===== config.mk =====
export PLATFORM = sky130hd
export DESIGN_NAME = conv33_line_feeder_flat
export DESIGN_NICKNAME = d
export VERILOG_FILES = /design/src/rtl/conv33_line_feeder_if.sv /design/src/rtl/conv33_line_feeder.sv /design/src/flat_wrapper.sv
export SDC_FILE = /design/constraint.sdc
export NUM_CORES = 1
export LEC_CHECK = 0
export CAP_MARGIN = 20
export CELL_PAD_IN_SITES_DETAIL_PLACEMENT = 0
export CELL_PAD_IN_SITES_GLOBAL_PLACEMENT = 1
export CORE_MARGIN = 2
export CORE_UTILIZATION = 40
export DETAILED_ROUTE_END_ITERATION = 16
export GPL_TIMING_DRIVEN = 0
export PLACE_DENSITY = 0.67
export SETUP_SLACK_MARGIN = 0.1
export SYNTH_ARGS = -nofsm -noshare
export SYNTH_HDL_FRONTEND = slang
export SYNTH_SLANG_ARGS = --single-unit

===== constraint.sdc =====
create_clock -name clk -period 4.2 [get_ports clk]
set_clock_uncertainty 0.05 [all_clocks]
set_input_delay 1.05 -clock clk [delete_from_list [all_inputs] [get_ports clk]]
set_output_delay 1.05 -clock clk [all_outputs]
set_load 0.005 [all_outputs]

===== src/rtl/conv33_line_feeder_if.sv =====
// Pixel stream and window-feed bundle for conv33_line_feeder.
// Handshake: valid-only, with no ready and no backpressure. pix_in, sof and
// pix_valid are sampled at each rising edge, and a pixel is consumed at
// every edge where pix_valid is high. en and win_valid are single-cycle
// strobes, and each one qualifies its companion data for that cycle only.
interface conv33_line_feeder_if #(
  parameter int BIT_WIDTH  = 8,
  parameter int IMG_WIDTH  = 28,
  parameter int IMG_HEIGHT = 28
);
  localparam int CW = $clog2(IMG_WIDTH);
  localparam int RW = $clog2(IMG_HEIGHT);

  logic                 sof;
  logic                 pix_valid;
  logic [BIT_WIDTH-1:0] pix_in;
  logic                 en;
  logic [BIT_WIDTH-1:0] in1;
  logic [BIT_WIDTH-1:0] in2;
  logic [BIT_WIDTH-1:0] in3;
  logic                 win_valid;
  logic [RW-1:0]        win_row;
  logic [CW-1:0]        win_col;
  logic                 frame_done;

  modport master (
    output sof, pix_valid, pix_in,
    input  en, in1, in2, in3, win_valid, win_row, win_col, frame_done
  );

  modport slave (
    input  sof, pix_valid, pix_in,
    output en, in1, in2, in3, win_valid, win_row, win_col, frame_done
  );
endinterface


===== src/rtl/conv33_line_feeder.sv =====
// Raster-to-column feeder for a 3x3 convolution window. The block keeps two
// row buffers and, for each pixel of image row 2 or later, presents the
// vertical triple (r-2, r-1, r). It also flags the cycle in which the
// window holds a complete, in-bounds 3x3 patch.
module conv33_line_feeder #(
  parameter int BIT_WIDTH  = 8,
  parameter int IMG_WIDTH  = 28,
  parameter int IMG_HEIGHT = 28
) (
  input logic                 clk,
  input logic                 rst,
  conv33_line_feeder_if.slave bus
);
  localparam int CW = $clog2(IMG_WIDTH);
  localparam int RW = $clog2(IMG_HEIGHT);
  localparam logic [CW-1:0] COL_LAST = CW'(IMG_WIDTH - 1);
  localparam logic [RW-1:0] ROW_LAST = RW'(IMG_HEIGHT - 1);

  // Position counters (next pixel to be accepted) and the position of the
  // pixel on the bus this cycle, with sof overriding the counters.
  logic [CW-1:0] col, col_nxt, pix_col, pix_col_q;
  logic [RW-1:0] row, row_nxt, pix_row, pix_row_q;
  logic          last_col, last_pix;

  // Output registers.
  logic                 en_q, win_valid_q, frame_done_q;
  logic [BIT_WIDTH-1:0] in1_q, in2_q, in3_q;
  logic [RW-1:0]        win_row_q;
  logic [CW-1:0]        win_col_q;

  // Line buffers: lb0 holds row r-1 and lb1 holds row r-2. They are not
  // reset, because rows 0 and 1 of every frame rewrite them before use.
  logic [BIT_WIDTH-1:0] lb0 [IMG_WIDTH];
  logic [BIT_WIDTH-1:0] lb1 [IMG_WIDTH];

  // Resolve the current pixel position and the next counter state.
  always_comb begin
    pix_col  = bus.sof ? '0 : col;
    pix_row  = bus.sof ? '0 : row;
    last_col = (pix_col == COL_LAST);
    last_pix = last_col && (pix_row == ROW_LAST);
    col_nxt  = col;
    row_nxt  = row;
    if (bus.pix_valid) begin
      if (last_col) begin
        col_nxt = '0;
        row_nxt = last_pix ? '0 : pix_row + RW'(1);
      end else begin
        col_nxt = pix_col + CW'(1);
        row_nxt = pix_row;
      end
    end else if (bus.sof) begin
      col_nxt = '0;
      row_nxt = '0;
    end
  end

  // Counters, strobes and window coordinates.
  always_ff @(posedge clk) begin
    if (rst) begin
      col          <= '0;
      row          <= '0;
      pix_col_q    <= '0;
      pix_row_q    <= '0;
      en_q         <= 1'b0;
      frame_done_q <= 1'b0;
      win_valid_q  <= 1'b0;
      win_row_q    <= '0;
      win_col_q    <= '0;
    end else begin
      col          <= col_nxt;
      row          <= row_nxt;
      en_q         <= bus.pix_valid && (pix_row >= RW'(2));
      frame_done_q <= bus.pix_valid && last_pix;
      if (bus.pix_valid) begin
        pix_col_q <= pix_col;
        pix_row_q <= pix_row;
      end
      // Columns 0 and 1 still carry columns of the previous row in the
      // window, so only a pixel at column 2 or later completes a patch.
      win_valid_q <= en_q && (pix_col_q >= CW'(2));
      if (en_q && (pix_col_q >= CW'(2))) begin
        win_row_q <= pix_row_q - RW'(2);
        win_col_q <= pix_col_q - CW'(2);
      end
    end
  end

  // Column data to the window, held when no pixel is accepted.
  always_ff @(posedge clk) begin
    if (rst) begin
      in1_q <= '0;
      in2_q <= '0;
      in3_q <= '0;
    end else if (bus.pix_valid) begin
      in1_q <= lb1[pix_col];
      in2_q <= lb0[pix_col];
      in3_q <= bus.pix_in;
    end
  end

  // Shift the column down the line buffers. Reads above use pre-edge data.
  always_ff @(posedge clk) begin
    if (!rst && bus.pix_valid) begin
      lb1[pix_col] <= lb0[pix_col];
      lb0[pix_col] <= bus.pix_in;
    end
  end

  assign bus.en         = en_q;
  assign bus.in1        = in1_q;
  assign bus.in2        = in2_q;
  assign bus.in3        = in3_q;
  assign bus.win_valid  = win_valid_q;
  assign bus.win_row    = win_row_q;
  assign bus.win_col    = win_col_q;
  assign bus.frame_done = frame_done_q;
endmodule


===== src/flat_wrapper.sv =====
// flat-port wrapper written by rule: the top's interface ports become plain ports
module conv33_line_feeder_flat 
#(
  parameter int BIT_WIDTH  = 8,
  parameter int IMG_WIDTH  = 28,
  parameter int IMG_HEIGHT = 28
)
  (clk, rst, bus_sof, bus_pix_valid, bus_pix_in, bus_en, bus_in1, bus_in2, bus_in3, bus_win_valid, bus_win_row, bus_win_col, bus_frame_done);
  conv33_line_feeder_if #(.BIT_WIDTH(BIT_WIDTH), .IMG_WIDTH(IMG_WIDTH), .IMG_HEIGHT(IMG_HEIGHT)) bus_i ();
  input logic clk;
  input logic rst;
  input wire logic [$bits(bus_i.sof)-1:0] bus_sof;
  input wire logic [$bits(bus_i.pix_valid)-1:0] bus_pix_valid;
  input wire logic [$bits(bus_i.pix_in)-1:0] bus_pix_in;
  output wire logic [$bits(bus_i.en)-1:0] bus_en;
  output wire logic [$bits(bus_i.in1)-1:0] bus_in1;
  output wire logic [$bits(bus_i.in2)-1:0] bus_in2;
  output wire logic [$bits(bus_i.in3)-1:0] bus_in3;
  output wire logic [$bits(bus_i.win_valid)-1:0] bus_win_valid;
  output wire logic [$bits(bus_i.win_row)-1:0] bus_win_row;
  output wire logic [$bits(bus_i.win_col)-1:0] bus_win_col;
  output wire logic [$bits(bus_i.frame_done)-1:0] bus_frame_done;
  assign bus_i.sof = bus_sof;
  assign bus_i.pix_valid = bus_pix_valid;
  assign bus_i.pix_in = bus_pix_in;
  assign bus_en = bus_i.en;
  assign bus_in1 = bus_i.in1;
  assign bus_in2 = bus_i.in2;
  assign bus_in3 = bus_i.in3;
  assign bus_win_valid = bus_i.win_valid;
  assign bus_win_row = bus_i.win_row;
  assign bus_win_col = bus_i.win_col;
  assign bus_frame_done = bus_i.frame_done;
  conv33_line_feeder #(.BIT_WIDTH(BIT_WIDTH), .IMG_WIDTH(IMG_WIDTH), .IMG_HEIGHT(IMG_HEIGHT)) u_core (.clk(clk), .rst(rst), .bus(bus_i));
endmodule

Word-level counts from Yosys, hierarchy flattened

Memories as Yosys holds them, arrays and structs flattened. A register that Yosys moved wholly into a read port is not among the register bits.
Cells that the tools add are included.

Bits in registers: 49
RAM bits: 448
Output and inout port bits: 37
Word-level logic and storage cells: 36
Memories kept: 2

Memories:

| name       | words | bits a word | rd ports | clocked after memory_dff | wr ports | RTL line                 | source |
|---|---|---|---|---|---|---|---|
| u_core.lb0 | 28    | 8           | 1        | 0                        | 1        | conv33_line_feeder.sv:33 | `logic [BIT_WIDTH-1:0] lb0 [IMG_WIDTH];` |
| u_core.lb1 | 28    | 8           | 1        | 1                        | 1        | conv33_line_feeder.sv:34 | `logic [BIT_WIDTH-1:0] lb1 [IMG_WIDTH];` |

Add/sub/neg operators: 4
Magnitude comparators: 2
Equal/unequal tests: 2
Muxes and demuxes: 9
Reduce and logical (&&, ||, !) cells: 6

Operators by type and width:

| cell                                                               | count |
|---|---|
| 2-to-1 mux 5 bit                                                   | 7 |
| adder 5 x 1 -> 5 bit (second input constant)                       | 2 |
| == test 5 bit (second input constant)                              | 2 |
| greater-or-equal comparator 5 x 2 -> 1 bit (second input constant) | 2 |
| subtractor 5 x 2 -> 5 bit (second input constant)                  | 2 |
| logical AND 1 bit                                                  | 5 |
| 2-to-1 mux 1 bit                                                   | 2 |
| logical NOT 1 bit                                                  | 1 |

Logic depth before layout (Yosys ltp)

Gate-level depths: netlist of the first run.

Depth in word-level cells: 6
Gate-level depth with buffers: 11

Worst setup path before layout of the first run

No wires, ideal clock.

Kind: input to register
From: input port bus_sof
To: memory u_core.lb0[3][0] (enable)
Arrival: 3.271 ns
Required time: 3.762 ns
Path slack: 0.491 ns
Stages on the path: 10
Cells stage by stage: nand2b_1 buf_6 inv_4 buf_2 buf_2 ha_1 nand2_1 or2_2 clkbuf_1 nor2_1

Cells in the longest elaborated chain, start to end: 1

RTL lines:

| element               | RTL line                 | source |
|---|---|---|
| start, declared       | flat_wrapper.sv:12       | `input wire logic [$bits(bus_i.sof)-1:0] bus_sof;` |
| 2-to-1 mux 5 bit      | --                       |  |
| net u_core.pix_col[0] | conv33_line_feeder.sv:21 | `logic [CW-1:0] col, col_nxt, pix_col, pix_col_q;` |
| end, declared         | conv33_line_feeder.sv:33 |  |

The timed path passes the listed nets, and every way through them passes these cells.

Worst setup path after layout of the first run

From: input port bus_sof
To: memory u_core.lb0[2][3] (enable)

The elaborated chain is that of the path after synthesis.

==> impl_metrics.toml, run 1 <==
[synth]
ys_seq_area_share_pct = 72.5
synth_fp_nets = 1277
synth_edf_count = 448
synth.area.top_cells = "edfxtp_1 (67%), dfxtp_1 (5.7%), mux2i_1 (4.8%)"
yosysWarnings = 0
synth_common_cells = "edfxtp_1 (448), mux2i_1 (96), nor2_1 (93)"
synth.cell_area_mm2 = 0.0201
synth-seq-cells = 505
synth-main-ff-cell = "edfxtp_1"
yosys.cell_types.count = 69
synth_top_area_share_pct = 66.9
synthArstFlopShare_pct = 0
synth_cells = 1259
synth.avg_cell_area_um2 = 16.0
synth.most_common_cell = "edfxtp_1"
synth_top_area_cell = "edfxtp_1"

[place]
dp_slack_ns = -1.25
place_hpwl_um = 38600
port_buffers = 46
gp_congestion = 0.871

[die]
core_mm2 = 0.0499
boundaryPins = 49
dieWidth_um = 228
start_util_pct = 40.4
die_h_um = 228
die-area_mm2 = 0.0521
rows = 82

[detailed_routing]
first_pass_iters = 5
num_vias = 11793
drt-wirelength-per-cell_um = 26.5
dr.first_iter.drc_count = 1172
drc = 0
wl_um = 55900
ant_nets = 0
via_per_inst = 5.58

[run]
maxCapViolations = 0

[setup_path]
arrival_ns = 4.35
crit_path_start_kind = "input port"
regToRegSetupSlack_ns = 0.79
crit_fanout = 16
cp-end-kind = "register"
required_ns = 4.35
max_stage_delay_ns = 0.91
crit_buf_inv = 5
crit_family = "buffers and inverters"
slowest_stage = "nor2_2"
crit_cells = 9
r2r_cells = 5
path_cells = "clkdlybuf4s50_1, nand2b_1, buf_2, inv_2, clkbuf_4, buf_4, ha_1, nand2_1, nor2_2"
crit_type = "input port to register"

[cells_and_area]
area_growth_pct = 18.5
drive_gt1_share_pct = 18.1
fin_nets = 1419

[outcome]
status = "finished, final reports clean"

[cts]
clock-root-buffer = "clkbuf_16"
clockBufferDepth = 3
clk_latency_ns = 0.59
cts.sinks = 505
htreeDepth = 2
cts_made_buffers = 53
cts_tree = "built"
clkSlewWorstSetupHoldPaths_ns = 0.06

[timing]
worst_pin_slew_ns = 0.955
max_freq_mhz = 238
setup_tns_ns = 0
fin_crit_sh_pct = 99.9
rsz0062_at_grt = "yes"
setup_slack_ns = 0.00501
slew_headroom_pct = 36.3
period_needed_ns = 4.19
setup_viol = 0
slew_violations = 0
hold_violations = 0

[min_path]
min_path_cells = 2
hp-class = "register to register"

[power_and_ir_drop]
leakagePower_nw = 7.64
vdd_drop_max_mv = 0.304
power.density_mw_per_mm2 = 434

[global_route]
globalRouteTotalUtil_pct = 21.3
grt_busiest_layer = "met2"
grt.overflow.total = 0
grt_pass1_vias = 11864
grt_use_met1_pct = 28.6
grt_util_met3_pct = 4.64
grt_max_degree = 30
grt_pass1_wl_um = 80900
gr-usage-met2_pct = 34.1
antenna_found_initial = 0
[cell usage in the layout, fill, tap and decap left out, types with 11 or more instances in the layout]
cell	synthesis	layout
nand2b_1	11	11
o221ai_1	11	11
o21ai_0	26	26
clkdlybuf4s50_1	0	46
buf_4	10	12
o22ai_1	11	11
a211oi_1	24	24
clkbuf_1	18	37
buf_8	2	21
nor3_1	16	16
buf_2	27	24
nand3_1	19	19
mux2_2	26	26
nor2_1	93	65
clkbuf_16	0	54
nor2b_1	16	16
a311oi_1	16	16
edfxtp_1	448	448
dfxtp_1	57	57
buf_16	0	11
nor2_2	0	16
a21oi_1	40	40
mux2i_1	96	96
buf_6	20	25
nand2_1	86	86
nor2_4	0	12
a311oi_2	12	12
a22oi_1	19	19
clkinv_1	0	13
mux4_2	13	13
a221oi_1	29	29
[worst paths after layout]
| check | startpoint | to |
|---|---|---|
| hold reg to reg | u_core.bus.win_row[3]$_SDFFE_PP0P_ | u_core.bus.win_row[3]$_SDFFE_PP0P_ |
| setup reg to reg | u_core.col[3]$_SDFF_PP0_ | u_core.lb0[2][3]$_DFFE_PP_ |
| setup / recovery | bus_sof | u_core.lb0[2][3]$_DFFE_PP_ |
| hold / removal | u_core.bus.win_row[3]$_SDFFE_PP0P_ | u_core.bus.win_row[3]$_SDFFE_PP0P_ |
[metal layers]
layer | up-vias | routed length (um)
li1 | 5235 | -
met1 | 6005 | 23600
met2 | 443 | 26200
met3 | 110 | 3900
met4 | 0 | 2180
met5 | - | 0
[worst reg2reg max path: cells and delay by family (launching register included)]
family,cells,cell delay (ns)
and+or+nand+nor,2,1.16
buffers and inverters,2,0.77
AOI/OAI and AO/OA,1,0.71
DFF,1,0.34
[through the flow]
stage                     area (um^2)  std cells  hold slack (ns)  total power, mW  utilization [%]
after CTS                       23800       2109            0.453             10.4             47.7
after global placement          21400       1977            0.427             6.19             43.0
after detailed placement        22100       2010            0.438             6.24             44.3
after global routing            23900       2112            0.473             10.6             47.8
after floorplan                 20100       1259            0.410             5.93                -
final                           23900       2113            0.448             10.4             47.8
[cell type report]
| cell class | count | area [um^2] |
|---|---|---|
| fillers | 4307 | 26000 |
| repair buffers | 88 | 1240 |
| inverters | 11 | 43.8 |
| multi-input cells | 660 | 5040 |
| diodes | 1 | 2.50 |
| flip-flops and latches | 505 | 14600 |
| clock buffers | 73 | 1400 |
| well taps | 672 | 841 |
| clock inverters | 21 | 114 |
| plain buffers | 82 | 579 |
[repair_timing]
| action | CTS | global route |
|---|---|---|
| setup buffers | 6 | 0 |
| hold buffers | 0 | 0 |
| pin swaps | 5 | 0 |
| resized for setup | 10 | 8 |
| setup endpoints to repair | 200 | 214 |
[where the power goes]
group / switching, mW / internal, mW / total (mW)
combinational: 0.382 / 0.228 / 0.609
clock: 1.85 / 2.37 / 4.22
sequential: 0.0212 / 5.51 / 5.54
[logic make-up after synthesis]
logic type / Yosys count / share of synthesized area, %
AOI/OAI and AO/OA: 225 / 8.76
xor gates and xnor gates: 8 / 0.348
adders and majority gates: 6 / 0.373
buffers and inverters: 94 / 3.08
DFF: 505 / 72.5
muxes: 139 / 8.21
and+or+nand+nor: 282 / 6.70
[registers in the layout, summed over array words and instances (netlist names), 8 cells and up]
name,count
u_core.lb0,224
u_core.lb1,224
u_core.bus.in1,8
u_core.bus.in2,8
u_core.bus.in3,8
Power figures use the tool's default switching activity.
==> inputs of run 2 (changes only) <==
--- a/config.mk
+++ b/config.mk
@@ -13,6 +13,7 @@
 export DETAILED_ROUTE_END_ITERATION = 16
 export GPL_TIMING_DRIVEN = 0
 export PLACE_DENSITY = 0.67
+export REMOVE_ABC_BUFFERS = 1
 export SETUP_SLACK_MARGIN = 0.1
 export SYNTH_ARGS = -nofsm -noshare
 export SYNTH_HDL_FRONTEND = slang
==> run 2 against run 1 <==
Effect of this change:
- sequential cell count did not move
- combinational power down 21%
- register-to-register slack got worse by 0.48 ns
- power is 2.6% higher
- cell count fell by 3.8%
- critical path depth shrank 3
- non-clock buffer count shrank 83
- clock power up 9.2%
- global-route usage decreased by 3.3 points
- worst setup slack improved by 0.28 ns
- utilization is 0.74 points lower
- sequential power hardly changed
- critical endpoint is now u_core.lb1[23][5]$_DFFE_PP_
==> impl_metrics.toml, run 2 (same netlist as run 1, synthesis figures left out) <==
[detailed_routing]
first_pass_iters = 5
num_vias = 11146
via_per_inst = 5.48
wl_um = 47400
ant_nets = 0
drt-wirelength-per-cell_um = 23.3
drc = 0
dr.first_iter.drc_count = 854

[setup_path]
slowest_stage = "nor3b_2"
r2r_cells = 9
rr_startpoint = "u_core.col[0]$_SDFF_PP0_"
arrival_ns = 4.05
crit_fanout = 37
regToRegSetupSlack_ns = 0.31
r2r-end = "u_core.lb1[23][1]$_DFFE_PP_"
max_stage_delay_ns = 0.84
path_cells = "buf_2, buf_12, nor3b_2, a22oi_1, a311oi_1, nand2_2"
crit_type = "input port to register"
cp-end-kind = "register"
worstSetupStartpoint = "bus_sof"
crit_path_start_kind = "input port"
required_ns = 4.33

[global_route]
grt.overflow.total = 0
antenna_found_initial = 2
globalRouteTotalUtil_pct = 18.0
grt_pass1_wl_um = 70500
grt_use_met1_pct = 24.5
grt_pass1_vias = 11055
grt_max_degree = 62
grt_util_met3_pct = 3.10
grt_busiest_layer = "met2"
gr-usage-met2_pct = 29.9

[place]
place_hpwl_um = 29000
port_buffers = 48
place_inst = 1931
gp_congestion = 0.717
dp_slack_ns = -0.831

[outcome]
status = "finished, final reports clean"

[cells_and_area]
reg.largest.list = "u_core.lb0: 224 flops, u_core.lb1: 224 flops"
antenna_cells = 0
drive_gt1_share_pct = 17.3
fin_nets = 1335
fin_cells = 2033
fillers = 4281
area_growth_pct = 16.7
layout_common_cells = "edfxtp_1 (448), mux2i_1 (96), nand2_1 (80)"
final_common_cell = "edfxtp_1"

[die]
core_mm2 = 0.0499
die_h_um = 228
start_util_pct = 40.4
boundaryPins = 49
die-area_mm2 = 0.0521
dieWidth_um = 228
rows = 82

[timing]
slew_headroom_pct = 26.9
fin_crit_sh_pct = 93.3
period_needed_ns = 3.92
setup_viol = 0
setup_slack_ns = 0.282
worst_pin_slew_ns = 1.09
rsz0062_at_grt = "no"
whs_ns = 0.437
slew_violations = 0
max_freq_mhz = 255
hold_violations = 0

[min_path]
hp-class = "register to register"
min_from = "u_core.bus.in2[2]$_SDFFE_PP0P_"
min_path_cells = 2
whs_endpoint = "u_core.bus.in2[2]$_SDFFE_PP0P_"

[power_and_ir_drop]
leakagePower_nw = 7.41
power.density_mw_per_mm2 = 453
vdd_drop_max_mv = 0.307

[cts]
cts_made_buffers = 52
clockBufferDepth = 3
clkSlewWorstSetupHoldPaths_ns = 0.06
cts_tree = "built"
clock-root-buffer = "clkbuf_16"
cts.sinks = 505
htreeDepth = 2
clk_latency_ns = 0.60
cts.hold.buffers_added = 0

[run]
maxCapViolations = 0
-- run 2: repair_timing --
action,in CTS,in global routing
resized for setup,11,1
setup endpoints to repair,318,70
buffers inserted,0,1
cloned,0,0
-- run 2: power by group --
group | total (mW) | switching [mW] | internal (mW)
Sequential | 5.54 | 0.0238 | 5.52
Clock | 4.61 | 1.89 | 2.72
Combinational | 0.479 | 0.308 | 0.171
Total | 10.6 | 2.23 | 8.40
-- run 2: cell type report --
type,count,area [um^2],share of cell area [%]
tap,672,841,3.58
sequential,505,14600,62.2
inverter,11,46.3,0.197
clock buffer,62,1380,5.88
timing repair buffer,87,1250,5.31
clock inverter,36,342,1.45
multi-input combinational,660,5030,21.4
-- run 2: critical path: cells and delay by family --
| family | cells | cell delay, ns |
|---|---|---|
| buf+inv | 2 | 0.47 |
| simple gates | 2 | 1.36 |
| compound gates | 2 | 1.11 |
-- run 2: per-layer routing --
metal | wire length, um | up-vias
met5 | 13 | -
met4 | 939 | 2
met3 | 2530 | 70
met2 | 22900 | 294
met1 | 21000 | 5721
li1 | - | 5059
-- run 2: through the flow --
stage               util [%]  power [mW]  area [um^2]  setup TNS (ns)
global placement        41.8        6.15        20900        -6168.94
finish                  47.1        10.6        23500               0
detailed placement      43.4        6.12        21600         -269.89
global route            47.1        10.9        23500               0
floorplan                  -        5.90        19500        -2263.01
CTS                     46.9        10.7        23400               0
-- run 2: worst max path at each step --
stage | to | cells past startpoint
after floorplan | u_core.lb0[3][0]$_DFFE_PP_ | 6
after global placement | u_core.lb1[27][1]$_DFFE_PP_ | 6
after detailed placement | u_core.lb1[10][4]$_DFFE_PP_ | 7
after CTS | u_core.lb1[23][1]$_DFFE_PP_ | 9
after global routing | u_core.lb1[14][5]$_DFFE_PP_ | 6
final | u_core.lb1[23][5]$_DFFE_PP_ | 6
